File: config.mk
export PLATFORM = sky130hd
export DESIGN_NAME = fx_convert_pipe_flat
export DESIGN_NICKNAME = d
export VERILOG_FILES = /design/src/rtl/fx_convert_pipe_pkg.sv /design/src/rtl/fx_convert_pipe_if.sv /design/src/rtl/fx_convert_pipe_delay_line.sv /design/src/rtl/fx_convert_pipe.sv /design/src/flat_wrapper.sv
export SDC_FILE = /design/constraint.sdc
export NUM_CORES = 1
export LEC_CHECK = 0
export ABC_AREA = 1
export CAP_MARGIN = 15
export CORE_MARGIN = 5
export CORE_UTILIZATION = 55
export DETAILED_ROUTE_END_ITERATION = 8
export DONT_BUFFER_PORTS = 1
export GPL_ROUTABILITY_DRIVEN = 0
export PLACE_DENSITY = 0.81
export SKIP_LAST_GASP = 1
export SYNTH_ARGS = -nofsm -noshare
export SYNTH_HDL_FRONTEND = slang
export SYNTH_SLANG_ARGS = --single-unit
File: constraint.sdc
create_clock -name clk -period 1 [get_ports clk]
set_clock_uncertainty 0.15 [all_clocks]
set_input_delay 0 -clock clk [delete_from_list [all_inputs] [get_ports clk]]
set_output_delay 0 -clock clk [all_outputs]
set_load 0.1 [all_outputs]
File: src/rtl/fx_convert_pipe_pkg.sv
// Shared definitions for the fixed-point converter: rounding-mode encodings
// and the width of the intermediate (post-rounding) value.
package fx_pkg;

  typedef enum logic [1:0] {
    FX_RND_TRUNC = 2'd0,
    FX_RND_RHU   = 2'd1,
    FX_RND_RNE   = 2'd2,
    FX_RND_RTZ   = 2'd3
  } fx_rnd_e;

  // IW-SH+1 holds the kept field plus one carry bit, so the rounding add never
  // wraps; the floor of 2 covers SH==IW where the kept field is only the sign.
  function automatic int fx_rnd_width(input int iw, input int sh);
    int w;
    w = iw - sh + 1;
    return (w < 2) ? 2 : w;
  endfunction

endpackage

File: src/rtl/fx_convert_pipe_if.sv
// Sample/control bundle of the converter; master drives the i_* side,
// slave is the converter itself.
interface fx_convert_pipe_if #(
  parameter int IW = 13,
  parameter int OW = 14,
  parameter int CW = 16
);
  logic          i_valid;
  logic [IW-1:0] i_data;
  logic [1:0]    i_rnd_mode;
  logic          i_sat_en;
  logic          i_cnt_clr;
  logic          o_valid;
  logic [OW-1:0] o_data;
  logic          o_ovf;
  logic [CW-1:0] o_ovf_cnt;

  modport master (
    output i_valid, i_data, i_rnd_mode, i_sat_en, i_cnt_clr,
    input  o_valid, o_data, o_ovf, o_ovf_cnt
  );

  modport slave (
    input  i_valid, i_data, i_rnd_mode, i_sat_en, i_cnt_clr,
    output o_valid, o_data, o_ovf, o_ovf_cnt
  );
endinterface

File: src/rtl/fx_convert_pipe_delay_line.sv
// Parametric WIDTH x DEPTH shift register with synchronous active-low reset;
// DEPTH=0 degenerates to a wire.
module fx_delay_line #(
  parameter int WIDTH = 1,
  parameter int DEPTH = 1
) (
  input  logic             clk,
  input  logic             rst_n,
  input  logic [WIDTH-1:0] i_d,
  output logic [WIDTH-1:0] o_d
);

  if (DEPTH == 0) begin : g_pass
    logic w_unused_clk;
    assign w_unused_clk = clk ^ rst_n;
    assign o_d = i_d;
  end else begin : g_pipe
    logic [DEPTH-1:0][WIDTH-1:0] r_pipe;

    always_ff @(posedge clk) begin
      if (!rst_n) begin
        r_pipe <= '0;
      end else begin
        r_pipe[0] <= i_d;
        for (int i = 1; i < DEPTH; i++) r_pipe[i] <= r_pipe[i-1];
      end
    end

    assign o_d = r_pipe[DEPTH-1];
  end

endmodule

File: src/rtl/fx_convert_pipe.sv
// Pipelined signed fixed-point re-quantiser (IW,IF) -> (OW,OF) with run-time
// rounding mode, saturate/wrap overflow handling and an overflow-event counter.
module fx_convert_pipe
  import fx_pkg::*;
#(
  parameter int IW  = 13,
  parameter int IF  = 8,
  parameter int OW  = 14,
  parameter int OF  = 8,
  parameter int LAT = 2,
  parameter int CW  = 16
) (
  input logic              clk,
  input logic              rst_n,
  fx_convert_pipe_if.slave bus
);

  localparam int SH = IF - OF;
  localparam int RW = fx_rnd_width(IW, SH);

  logic signed [IW:0]   w_ext;
  logic signed [RW-1:0] w_rnd;

  assign w_ext = {bus.i_data[IW-1], bus.i_data};

  if (SH > 0) begin : g_rnd
    localparam logic [SH-1:0] HALF = SH'(1) << (SH - 1);

    logic signed [RW-1:0] w_k;
    logic [SH-1:0]        w_d;
    logic                 w_inc;

    assign w_k = RW'(w_ext >>> SH);
    assign w_d = bus.i_data[SH-1:0];

    always_comb begin
      w_inc = 1'b0;
      case (fx_rnd_e'(bus.i_rnd_mode))
        FX_RND_TRUNC: w_inc = 1'b0;
        FX_RND_RHU:   w_inc = w_d[SH-1];
        FX_RND_RNE:   w_inc = (w_d > HALF) || ((w_d == HALF) && w_k[0]);
        FX_RND_RTZ:   w_inc = w_k[RW-1] && (w_d != '0);
        default:      w_inc = 1'b0;
      endcase
    end

    assign w_rnd = w_k + $signed({{(RW-1){1'b0}}, w_inc});
  end else begin : g_shl
    // Widening or equal fraction: exact left shift, rounding mode irrelevant.
    logic [1:0] w_unused_mode;
    assign w_unused_mode = bus.i_rnd_mode;
    assign w_rnd = RW'(w_ext) <<< (-SH);
  end

  logic                 r_s1_val;
  logic                 r_s1_sat;
  logic signed [RW-1:0] r_s1_rnd;

  always_ff @(posedge clk) begin
    if (!rst_n) begin
      r_s1_val <= 1'b0;
      r_s1_sat <= 1'b0;
      r_s1_rnd <= '0;
    end else begin
      r_s1_val <= bus.i_valid;
      r_s1_sat <= bus.i_sat_en;
      r_s1_rnd <= w_rnd;
    end
  end

  logic          w_ovf;
  logic [OW-1:0] w_res;

  if (RW > OW) begin : g_ovf
    // In range iff every bit above the output sign matches the true sign.
    logic          w_neg;
    logic [RW-OW-1:0] w_hi;

    assign w_neg = r_s1_rnd[RW-1];
    assign w_hi  = r_s1_rnd[RW-2:OW-1];
    assign w_ovf = w_neg ? !(&w_hi) : (|w_hi);

    always_comb begin
      w_res = r_s1_rnd[OW-1:0];
      if (w_ovf && r_s1_sat)
        w_res = w_neg ? {1'b1, {(OW-1){1'b0}}} : {1'b0, {(OW-1){1'b1}}};
    end
  end else begin : g_fit
    logic w_unused_sat;
    assign w_unused_sat = r_s1_sat;
    assign w_ovf = 1'b0;
    assign w_res = OW'(r_s1_rnd);
  end

  logic          r_s2_val;
  logic          r_s2_ovf;
  logic [OW-1:0] r_s2_data;

  always_ff @(posedge clk) begin
    if (!rst_n) begin
      r_s2_val  <= 1'b0;
      r_s2_ovf  <= 1'b0;
      r_s2_data <= '0;
    end else begin
      r_s2_val  <= r_s1_val;
      r_s2_ovf  <= r_s1_val & w_ovf;
      r_s2_data <= w_res;
    end
  end

  logic [OW+1:0] w_dly;

  fx_delay_line #(
    .WIDTH (OW + 2),
    .DEPTH (LAT - 2)
  ) u_dly (
    .clk   (clk),
    .rst_n (rst_n),
    .i_d   ({r_s2_val, r_s2_ovf, r_s2_data}),
    .o_d   (w_dly)
  );

  assign bus.o_valid = w_dly[OW+1];
  assign bus.o_ovf   = w_dly[OW];
  assign bus.o_data  = w_dly[OW-1:0];

  logic [CW-1:0] r_cnt;

  // Clear wins over a same-cycle increment; count sticks at all-ones.
  always_ff @(posedge clk) begin
    if (!rst_n)
      r_cnt <= '0;
    else if (bus.i_cnt_clr)
      r_cnt <= '0;
    else if (bus.o_valid && bus.o_ovf && !(&r_cnt))
      r_cnt <= r_cnt + CW'(1);
  end

  assign bus.o_ovf_cnt = r_cnt;

endmodule
File: src/flat_wrapper.sv
// flat-port wrapper written by rule: the top's interface ports become plain ports
module fx_convert_pipe_flat import fx_pkg::*;
#(
  parameter int IW  = 13,
  parameter int IF  = 8,
  parameter int OW  = 14,
  parameter int OF  = 8,
  parameter int LAT = 2,
  parameter int CW  = 16
)
  (clk, rst_n, bus_i_valid, bus_i_data, bus_i_rnd_mode, bus_i_sat_en, bus_i_cnt_clr, bus_o_valid, bus_o_data, bus_o_ovf, bus_o_ovf_cnt);
  fx_convert_pipe_if #(.IW(IW), .OW(OW), .CW(CW)) bus_i ();
  input logic clk;
  input logic rst_n;
  input wire logic [$bits(bus_i.i_valid)-1:0] bus_i_valid;
  input wire logic [$bits(bus_i.i_data)-1:0] bus_i_data;
  input wire logic [$bits(bus_i.i_rnd_mode)-1:0] bus_i_rnd_mode;
  input wire logic [$bits(bus_i.i_sat_en)-1:0] bus_i_sat_en;
  input wire logic [$bits(bus_i.i_cnt_clr)-1:0] bus_i_cnt_clr;
  output wire logic [$bits(bus_i.o_valid)-1:0] bus_o_valid;
  output wire logic [$bits(bus_i.o_data)-1:0] bus_o_data;
  output wire logic [$bits(bus_i.o_ovf)-1:0] bus_o_ovf;
  output wire logic [$bits(bus_i.o_ovf_cnt)-1:0] bus_o_ovf_cnt;
  assign bus_i.i_valid = bus_i_valid;
  assign bus_i.i_data = bus_i_data;
  assign bus_i.i_rnd_mode = bus_i_rnd_mode;
  assign bus_i.i_sat_en = bus_i_sat_en;
  assign bus_i.i_cnt_clr = bus_i_cnt_clr;
  assign bus_o_valid = bus_i.o_valid;
  assign bus_o_data = bus_i.o_data;
  assign bus_o_ovf = bus_i.o_ovf;
  assign bus_o_ovf_cnt = bus_i.o_ovf_cnt;
  fx_convert_pipe #(.IW(IW), .IF(IF), .OW(OW), .OF(OF), .LAT(LAT), .CW(CW)) u_core (.clk(clk), .rst_n(rst_n), .bus(bus_i));
endmodule
==> results.md, run 1 <==
- Largest area contributor in the netlist: dfxtp_1
- H-tree depth: 1
- Int Power: 1.534 mW
- DRC: 0
- Power per cell area: 1756 nW/um^2
- First-pass DRT Iterations: 4
- Switch share: 0.3503
- Final count of negative-setup-slack endpoints: 6
- CTS tree: yes
- Worst hold-check path type: primary input to flip-flop
- Chip width: 51.42 um
- Clock sink total: 28
- Grt met1 use: 0.1184
- Worst-Margin Slew: 0.6955 ns
- Register area share after synthesis: 0.5942
- Clk_lat worst skew: 0.31 ns
- # diodes: 0
- CTS Root Cell: clkbuf_4
- I/O Buffers: 0
- Post-synthesis cell area: 943.4 sq um
- Core Area: 1670 sq um
- Mapped Cells: 106
- Synth Register Bits: 28
- Num CTS Buffers: 3
- Final period util: 1.083
- Clock network power share: 0.217
- Final hold slack: 0.1592 ns
- Setup TNS Final: -0.1864 ns
- Switching pwr: 0.8271 mW
- Post-CTS setup repair buffer count: 0
- Initial antenna violation count: 0
- Final wirelength: 1822 um
- Max_slew headroom: 0.5363
- Post-Place Cells: 132
- Nets: 155
- Drt initial violations: 8
- Top cells by area, synth: dfxtp_1, buf_4, inv_1, nand2_1, buf_6
- Area delta synth->final: 42.57%
- Max-cap violations: 0
- Final ANT Viol Nets: 0
- Grt peak-use layer: met2
- Critical Path RT: 0.85 ns
- Failing checks: negative setup slack
- Clock transition at path regs: 0.14 ns
- Wirelength per Cell: 12.07 um
- Sequential share of power: 0.508
- I/O pin count: 52
- Arr. time, crit path: 0.93 ns
- Gr usage total: 0.1358
- GR Util met3: 0.01749
- CP top delay family: flip-flops
- Fin crit period: 1.083 ns
- Worst-path cell chain: buf_12
- GRT overflow: 0
- Initial core utilization: 0.5648
- Worst setup EP type: output pin
- Area share of the largest cell type after synthesis: 0.5942
- Met2 global-route usage: 0.2945
- Crit path buf inv count: 1
- Vias: 620
- RSZ-0062 raised after global routing: true
- Final Core Density: 0.8052
- Worst IR Drop VDD: 0.001284 V
- Layout cells sized above 1: 0.2388
- Hpwl dp: 1197 um
- Achievable Freq: 923.3 MHz
- Slowest cell on the critical path: dfxtp_4
- Crit path largest cell delay: 0.38 ns
- Worst-path fanout max: 2
- Post-synthesis cell type count: 6
- Final worst-path setup slack: -0.08312 ns
- Most frequent cells in the layout: nand2_1, inv_1, conb_1
- Rows: 15
- Status: finished, violations left
- Vias in the first global route: 582
- Average size of a mapped cell: 8.900 sq um
- CP Class: flip-flop to output pin
- CTS Buffer Depth: 2
- First-pass GRT wire length: 2553 um
- Endpoints failing hold: 0
- Number of vias per cell: 4.106
- Full die area: 2644 sq um
- Slew Viols, Final: 0
- Fin cells: 151
- CP Launch Type: flip-flop
- Yosys warns: 0
- P_leak: 0.7778 nW
- Die height: 51.42 um
- Final total power: 2.361 mW
- Power share of the combinational group: 0.275
- Largest net degree at the start of global routing: 22
==> kinds of logic (layout without fill, tap and decap cells) <==
family / count (synthesis) / after routing / share of synthesized area
buf+inv: 49 / 61 / 0.2904
flops: 28 / 28 / 0.5942
simple gates: 28 / 28 / 0.1114
other cells: 1 / 17 / 0.003975
==> power by group through the flow <==
stage,registers [mW],clock network (mW),logic (mW)
6_report,1.20,0.512,0.650
5_1_grt,1.20,0.562,0.669
4_1_cts,1.20,0.523,0.645
3_5_place_dp,1.22,0,0.589
3_3_place_gp,1.22,0,0.582
2_1_floorplan,1.37,0,0.399
==> metal layers <==
layer	up-vias	wire length (um)
met5	-	0
met4	0	16
met3	2	146
met2	32	1048
met1	279	610
li1	307	-
==> layout make-up <==
class                           count  area, sq um
Clock buffer                        4        36.28
Fill cell                          97        325.3
Inverter                           28        105.1
Multi-Input combinational cell     45        168.9
Sequential cell                    28        580.6
Tap cell                           17        21.27
Timing Repair Buffer               29        432.9
==> path summary, 6_finish.rpt <==
check / startpoint / end / slack [ns] / cells past startpoint
worst min-delay path: rst_n / u_core.r_s1_rnd[8] / 0.16 / 3
worst max register to register: u_core.r_s1_rnd[6] / u_core.r_s2_data[6] / 0.30 / 2
worst max-delay path: u_core.r_s2_data[12] / bus_o_data[13] / -0.08 / 1
worst min register to register: u_core.r_s1_rnd[10] / u_core.r_s2_data[10] / 0.27 / 2
==> what timing repair did <==
| action | CTS | global route |
|---|---|---|
| resized for setup | 0 | 1 |
| hold buffers | 15 | 0 |
| setup endpoints to repair | 11 | 36 |
| pin swaps | 0 | 0 |
| endpoints found under the hold margin | 28 | 0 |
==> synthesized netlist by cell type (all sizes together) <==
| master | n |
|---|---|
| conb | 1 |
| dfxtp | 28 |
| buf | 21 |
| nand2 | 28 |
| inv | 28 |
==> stage by stage <==
stage	instance area, sq um	setup slack, ns
floorplan	1023	-0.01161
global placement	1156	0.2816
detailed placement	1156	0.2749
CTS	1343	-0.08978
global route	1345	-0.1146
finish	1345	-0.08312
==> registers in the layout, summed over array words and instances (netlist names) <==
signal / flops
u_core.r_s1_rnd: 13
u_core.r_s2_val: 1
u_core.r_s1_val: 1
u_core.r_s2_data: 13
(Power assumes the default switching activity.)
==> run 2: changes to the inputs <==
--- a/config.mk
+++ b/config.mk
@@ -13,6 +13,7 @@
 export DONT_BUFFER_PORTS = 1
 export GPL_ROUTABILITY_DRIVEN = 0
 export PLACE_DENSITY = 0.81
+export REMOVE_ABC_BUFFERS = 1
 export SKIP_LAST_GASP = 1
 export SYNTH_ARGS = -nofsm -noshare
 export SYNTH_HDL_FRONTEND = slang
==> run 2 against run 1 <==
The flow still finishes with violations (negative setup slack); register-to-register slack worse by 0.02 ns; fmax is 2.0% higher; sequential share of layout area up 0.34 points; sequential power is essentially flat; cell count decreased by 0.66%; non-clock buffer count unchanged; core utilization decreased by 0.97 points; routed wire length decreased by 12%; total power decreased by 4.4%; critical path depth unchanged; flip-flop and latch count unchanged; largest cell class unchanged; largest power group unchanged.
==> results.md, run 2 (same netlist as run 1, synthesis figures left out) <==
- Status: finished, violations left
- Switching pwr: 0.8040 mW
- Clock network power share: 0.183
- Clock transition at path regs: 0.13 ns
- H-tree depth: 1
- Full die area: 2644 sq um
- GRT overflow: 0
- Largest regs: u_core.r_s1_rnd x13, u_core.r_s2_data x13
- Num CTS Buffers: 3
- Nets: 155
- Worst IR Drop VDD: 0.001148 V
- Layout cells sized above 1: 0.2331
- I/O Buffers: 0
- Wirelength per Cell: 10.72 um
- Largest net degree at the start of global routing: 22
- Arr. time, crit path: 0.91 ns
- # diodes: 0
- CTS Buffer Depth: 2
- Core Area: 1670 sq um
- Sequential share of power: 0.531
- Area of the multi-input gates: 168.9 sq um
- Final wirelength: 1608 um
- CTS Root Cell: clkbuf_4
- Worst-path fanout max: 2
- Worst-path cell chain: buf_12
- Initial antenna violation count: 0
- Area delta synth->final: 40.85%
- Top Layer Used: met4
- Critical Path RT: 0.85 ns
- Int Power: 1.454 mW
- Vias in the first global route: 562
- RSZ-0062 raised after global routing: true
- CP Class: flip-flop to output pin
- First-pass DRT Iterations: 4
- I/O pin count: 52
- Reg area: 578.1 sq um
- Max-cap violations: 0
- Power share of the combinational group: 0.286
- Endpoints failing hold: 0
- Met2 wire len: 911 um
- Clk_lat worst skew: 0.30 ns
- M1 WL: 576 um
- First-pass GRT wire length: 2428 um
- Worst setup EP type: output pin
- Switch share: 0.3561
- # fillers: 105
- Final count of negative-setup-slack endpoints: 3
- Fin cells: 150
- DRC: 0
- Chip width: 51.42 um
- Power per cell area: 1699 nW/um^2
- Post-Place Cells: 132
- Final worst-path setup slack: -0.06165 ns
- Drt initial violations: 7
- Hpwl dp: 1009 um
- P_leak: 0.7703 nW
- Die height: 51.42 um
- Most frequent cells in the layout: nand2_1, inv_1, conb_1
- FF-to-FF setup slack: 0.28 ns
- Max_slew headroom: 0.5398
- Number of vias per cell: 4.047
- Met3 Wirelength: 102 um
- Slowest cell on the critical path: dfxtp_2
- Crit path buf inv count: 1
- Worst hold-check path type: primary input to flip-flop
- CP top delay family: flip-flops
- Vias: 607
- CTS tree: yes
- Clock sink total: 28
- Gr usage total: 0.1272
- Rows: 15
- Achievable Freq: 941.9 MHz
- Dpl ws: 0.2823 ns
- Final period util: 1.062
- Fin crit period: 1.062 ns
- Failing checks: negative setup slack
- Slew Viols, Final: 0
- Crit path largest cell delay: 0.36 ns
- CP Launch Type: flip-flop
- Worst-Margin Slew: 0.6904 ns
- Final ANT Viol Nets: 0
- Initial core utilization: 0.5648
- Post-CTS setup repair buffer count: 0
==> run 2: cell types whose count changed in the layout (fill, tap and decap cells not counted), sizes merged <==
cell and delta:
clkbuf -1
==> run 2: tightest hold or removal path, stage by stage <==
cell	delay, ns
nand2_1	0.03
dlygate4sd3_1	0.53
inv_1	0.03
==> run 2: cell type report <==
class	count	area share
tap	17	0.01601
sequential	28	0.4350
multi-input combinational	45	0.1271
clock buffer	3	0.01695
inverter	28	0.07910
timing repair buffer	29	0.3258
==> run 2: routing by layer <==
metal / global-route usage / vias to the layer above
met5: 0 / -
met4: 0.03930 / 0
met3: 0.02624 / 2
met2: 0.2585 / 27
met1: 0.1239 / 270
li1: - / 308
==> run 2: worst paths after layout <==
| kind | start | endpoint | cells past startpoint |
|---|---|---|---|
| min reg2reg | u_core.r_s1_rnd[8] | u_core.r_s2_data[8] | 2 |
| max | u_core.r_s2_data[12] | bus_o_data[12] | 1 |
| max reg2reg | u_core.r_s1_rnd[10] | u_core.r_s2_data[10] | 2 |
| min | rst_n | u_core.r_s1_rnd[4] | 3 |
==> run 2: what timing repair did <==
| item | CTS | global route |
|---|---|---|
| hold endpoints to repair | 28 | 0 |
| hold buffers | 15 | 0 |
| endpoints found under the setup margin | 15 | 36 |
| resized for setup | 13 | 1 |
==> run 2: per-stage QoR <==
stage	setup TNS, ns	power [mW]	cell area [sq um]	utilization	hold WS (ns)
global placement	0	1.798	1137	0.6809	-0.05476
CTS	-1.227	2.268	1326	0.7940	0.1687
finish	-0.1314	2.258	1329	0.7955	0.1731
floorplan	-2.173	1.690	834.6	-	-0.05655
detailed placement	0	1.806	1137	0.6809	-0.04977
global route	-0.6019	2.352	1329	0.7955	0.1575
==> run 2: power by group through the flow <==
stage          Combinational (mW)  Sequential [mW]  Clock, mW
2_1_floorplan               0.310             1.38          0
3_3_place_gp                0.581             1.22          0
3_5_place_dp                0.586             1.22          0
4_1_cts                     0.643             1.20      0.426
5_1_grt                     0.665             1.20      0.482
6_report                    0.646             1.20      0.412
==> run 3: changes to the inputs <==
==> constraint.sdc (replaced) <==
create_clock -name clk -period 1 [get_ports clk]
set_clock_uncertainty 0.15 [all_clocks]
set_input_delay 0.2 -clock clk [delete_from_list [all_inputs] [get_ports clk]]
set_output_delay 0.2 -clock clk [all_outputs]
set_load 0.1 [all_outputs]
==> run 3 against run 2 <==
The run still ends with negative setup slack left; sequential share of layout area decreased by 0.54 points; cell count increased by 0.67%; clock-buffer cell count unchanged; largest cell class unchanged.
==> results.md, run 3 (same netlist as run 1, synthesis figures left out) <==
- Slowest cell on the critical path: dfxtp_4
- Rows: 15
- Nets: 156
- H-tree depth: 1
- Final total power: 2.285 mW
- Worst hold-check path type: flip-flop to flip-flop
- # diodes: 0
- Hpwl dp: 1045 um
- Full die area: 2644 sq um
- Fin crit period: 1.237 ns
- Final ANT Viol Nets: 0
- Crit path buf inv count: 1
- Status: finished, violations left
- Worst-path fanout max: 2
- CP top delay family: flip-flops
- Stages on worst setup path: 1
- CTS Buffer Depth: 2
- Worst-path cell chain: buf_12
- Setup TNS Final: -3.057 ns
- Initial antenna violation count: 0
- Final Core Density: 0.8090
- I/O Buffers: 0
- Vias: 629
- Worst-Margin Slew: 0.6660 ns
- Worst-case reg-to-reg path depth: 2
- Clock sink total: 28
- Final count of negative-setup-slack endpoints: 15
- Reg2Reg Capture Point: u_core.r_s2_data[3]
- Reg2reg start: u_core.r_s1_rnd[3]
- Max_slew headroom: 0.5560
- Final worst-path setup slack: -0.2374 ns
- Critical Path RT: 0.65 ns
- Fin cells: 151
- Initial core utilization: 0.5648
- Layout cells sized above 1: 0.2388
- Slew Viols, Final: 0
- Worst setup EP type: output pin
- Clock transition at path regs: 0.13 ns
- Number of vias per cell: 4.166
- Die height: 51.42 um
- Vias in the first global route: 592
- Gr usage total: 0.1350
- Largest regs: u_core.r_s1_rnd x13, u_core.r_s2_data x13
- I/O pin count: 52
- Max-cap violations: 0
- Worst IR Drop VDD: 0.001473 V
- Largest net degree at the start of global routing: 20
- Area delta synth->final: 43.24%
- # fillers: 96
- RSZ-0062 raised after global routing: true
- Clk_lat worst skew: 0.32 ns
- Core Area: 1670 sq um
- Endpoints failing hold: 0
- Final period util: 1.237
- DRC: 0
- Critical path endpoint: bus_o_data[13]
- Final hold slack: 0.2697 ns
- CP Launch Type: flip-flop
- Num CTS Buffers: 3
- First-pass DRT Iterations: 2
- CP Class: flip-flop to output pin
- Failing checks: negative setup slack
- CTS tree: yes
- Arr. time, crit path: 0.89 ns
- Power per cell area: 1691 nW/um^2
- Final wirelength: 1816 um
- Crit path largest cell delay: 0.40 ns
- Wirelength per Cell: 12.03 um
- Drt initial violations: 1
- CTS Root Cell: clkbuf_4
- Achievable Freq: 808.1 MHz
- FF-to-FF setup slack: 0.29 ns
- First-pass GRT wire length: 2490 um
- GRT overflow: 0
- Post-CTS setup repair buffer count: 0
- Post-Place Cells: 133
- CP startpoint: u_core.r_s2_data[12]
- P_leak: 0.7762 nW
- Chip width: 51.42 um
- Most frequent cells in the layout: nand2_1, inv_1, conb_1
## run 3: cell count changes in the layout (fill, tap and decap cells not counted), sizes merged
cell and delta:
buf +1
## run 3: routing by layer
metal / track usage / share of wire / vias up
li1: - / - / 308
met1: 0.1216 / 0.37 / 286
met2: 0.2606 / 0.53 / 30
met3: 0.02041 / 0.062 / 5
met4: 0.1048 / 0.029 / 0
met5: 0 / 0 / -
## run 3: worst register-to-register path: cells and delay by family (launching register included)
kind	cells	cell delay [ns]
buf+inv	1	0.09
flops	1	0.36
simple gates	1	0.06
## run 3: report_power, final
group	internal, mW	total (mW)	switching [mW]
clock network	0.141	0.433	0.292
registers	1.17	1.20	0.0273
logic	0.147	0.654	0.507
## run 3: worst min path at each step
| stage | cells after the start | slack (ns) | from | endpoint |
|---|---|---|---|---|
| floorplan | 2 | 0.14 | rst_n | u_core.r_s1_rnd[0] |
| finish | 2 | 0.27 | u_core.r_s1_rnd[9] | u_core.r_s2_data[9] |
| global route | 2 | 0.29 | u_core.r_s1_rnd[5] | u_core.r_s2_data[5] |
| CTS | 2 | 0.27 | u_core.r_s1_rnd[9] | u_core.r_s2_data[9] |
| global placement | 2 | 0.15 | rst_n | u_core.r_s2_data[12] |
| detailed placement | 2 | 0.15 | rst_n | u_core.r_s1_rnd[5] |
## run 3: timing repair
| action | CTS | global route |
|---|---|---|
| resized for setup | 14 | 1 |
| hold endpoints to repair | 28 | 0 |
| hold buffers | 15 | 0 |
| setup endpoints to repair | 15 | 34 |
## run 3: cell type report
cell class / count / area, sq um / area share
clock buffers: 3 / 22.52 / 0.01667
inverters: 28 / 105.1 / 0.07778
multi-input cells: 45 / 168.9 / 0.1250
well taps: 17 / 21.27 / 0.01574
repair buffers: 30 / 452.9 / 0.3352
flip-flops and latches: 28 / 580.6 / 0.4296
## run 3: stage by stage
step                setup slack (ns)  cell area, sq um
floorplan                    -0.9032             834.6
global route                 -0.2675              1351
CTS                          -0.2546              1349
finish                       -0.2374              1351
detailed placement            0.1073              1157
global placement              0.1174              1157
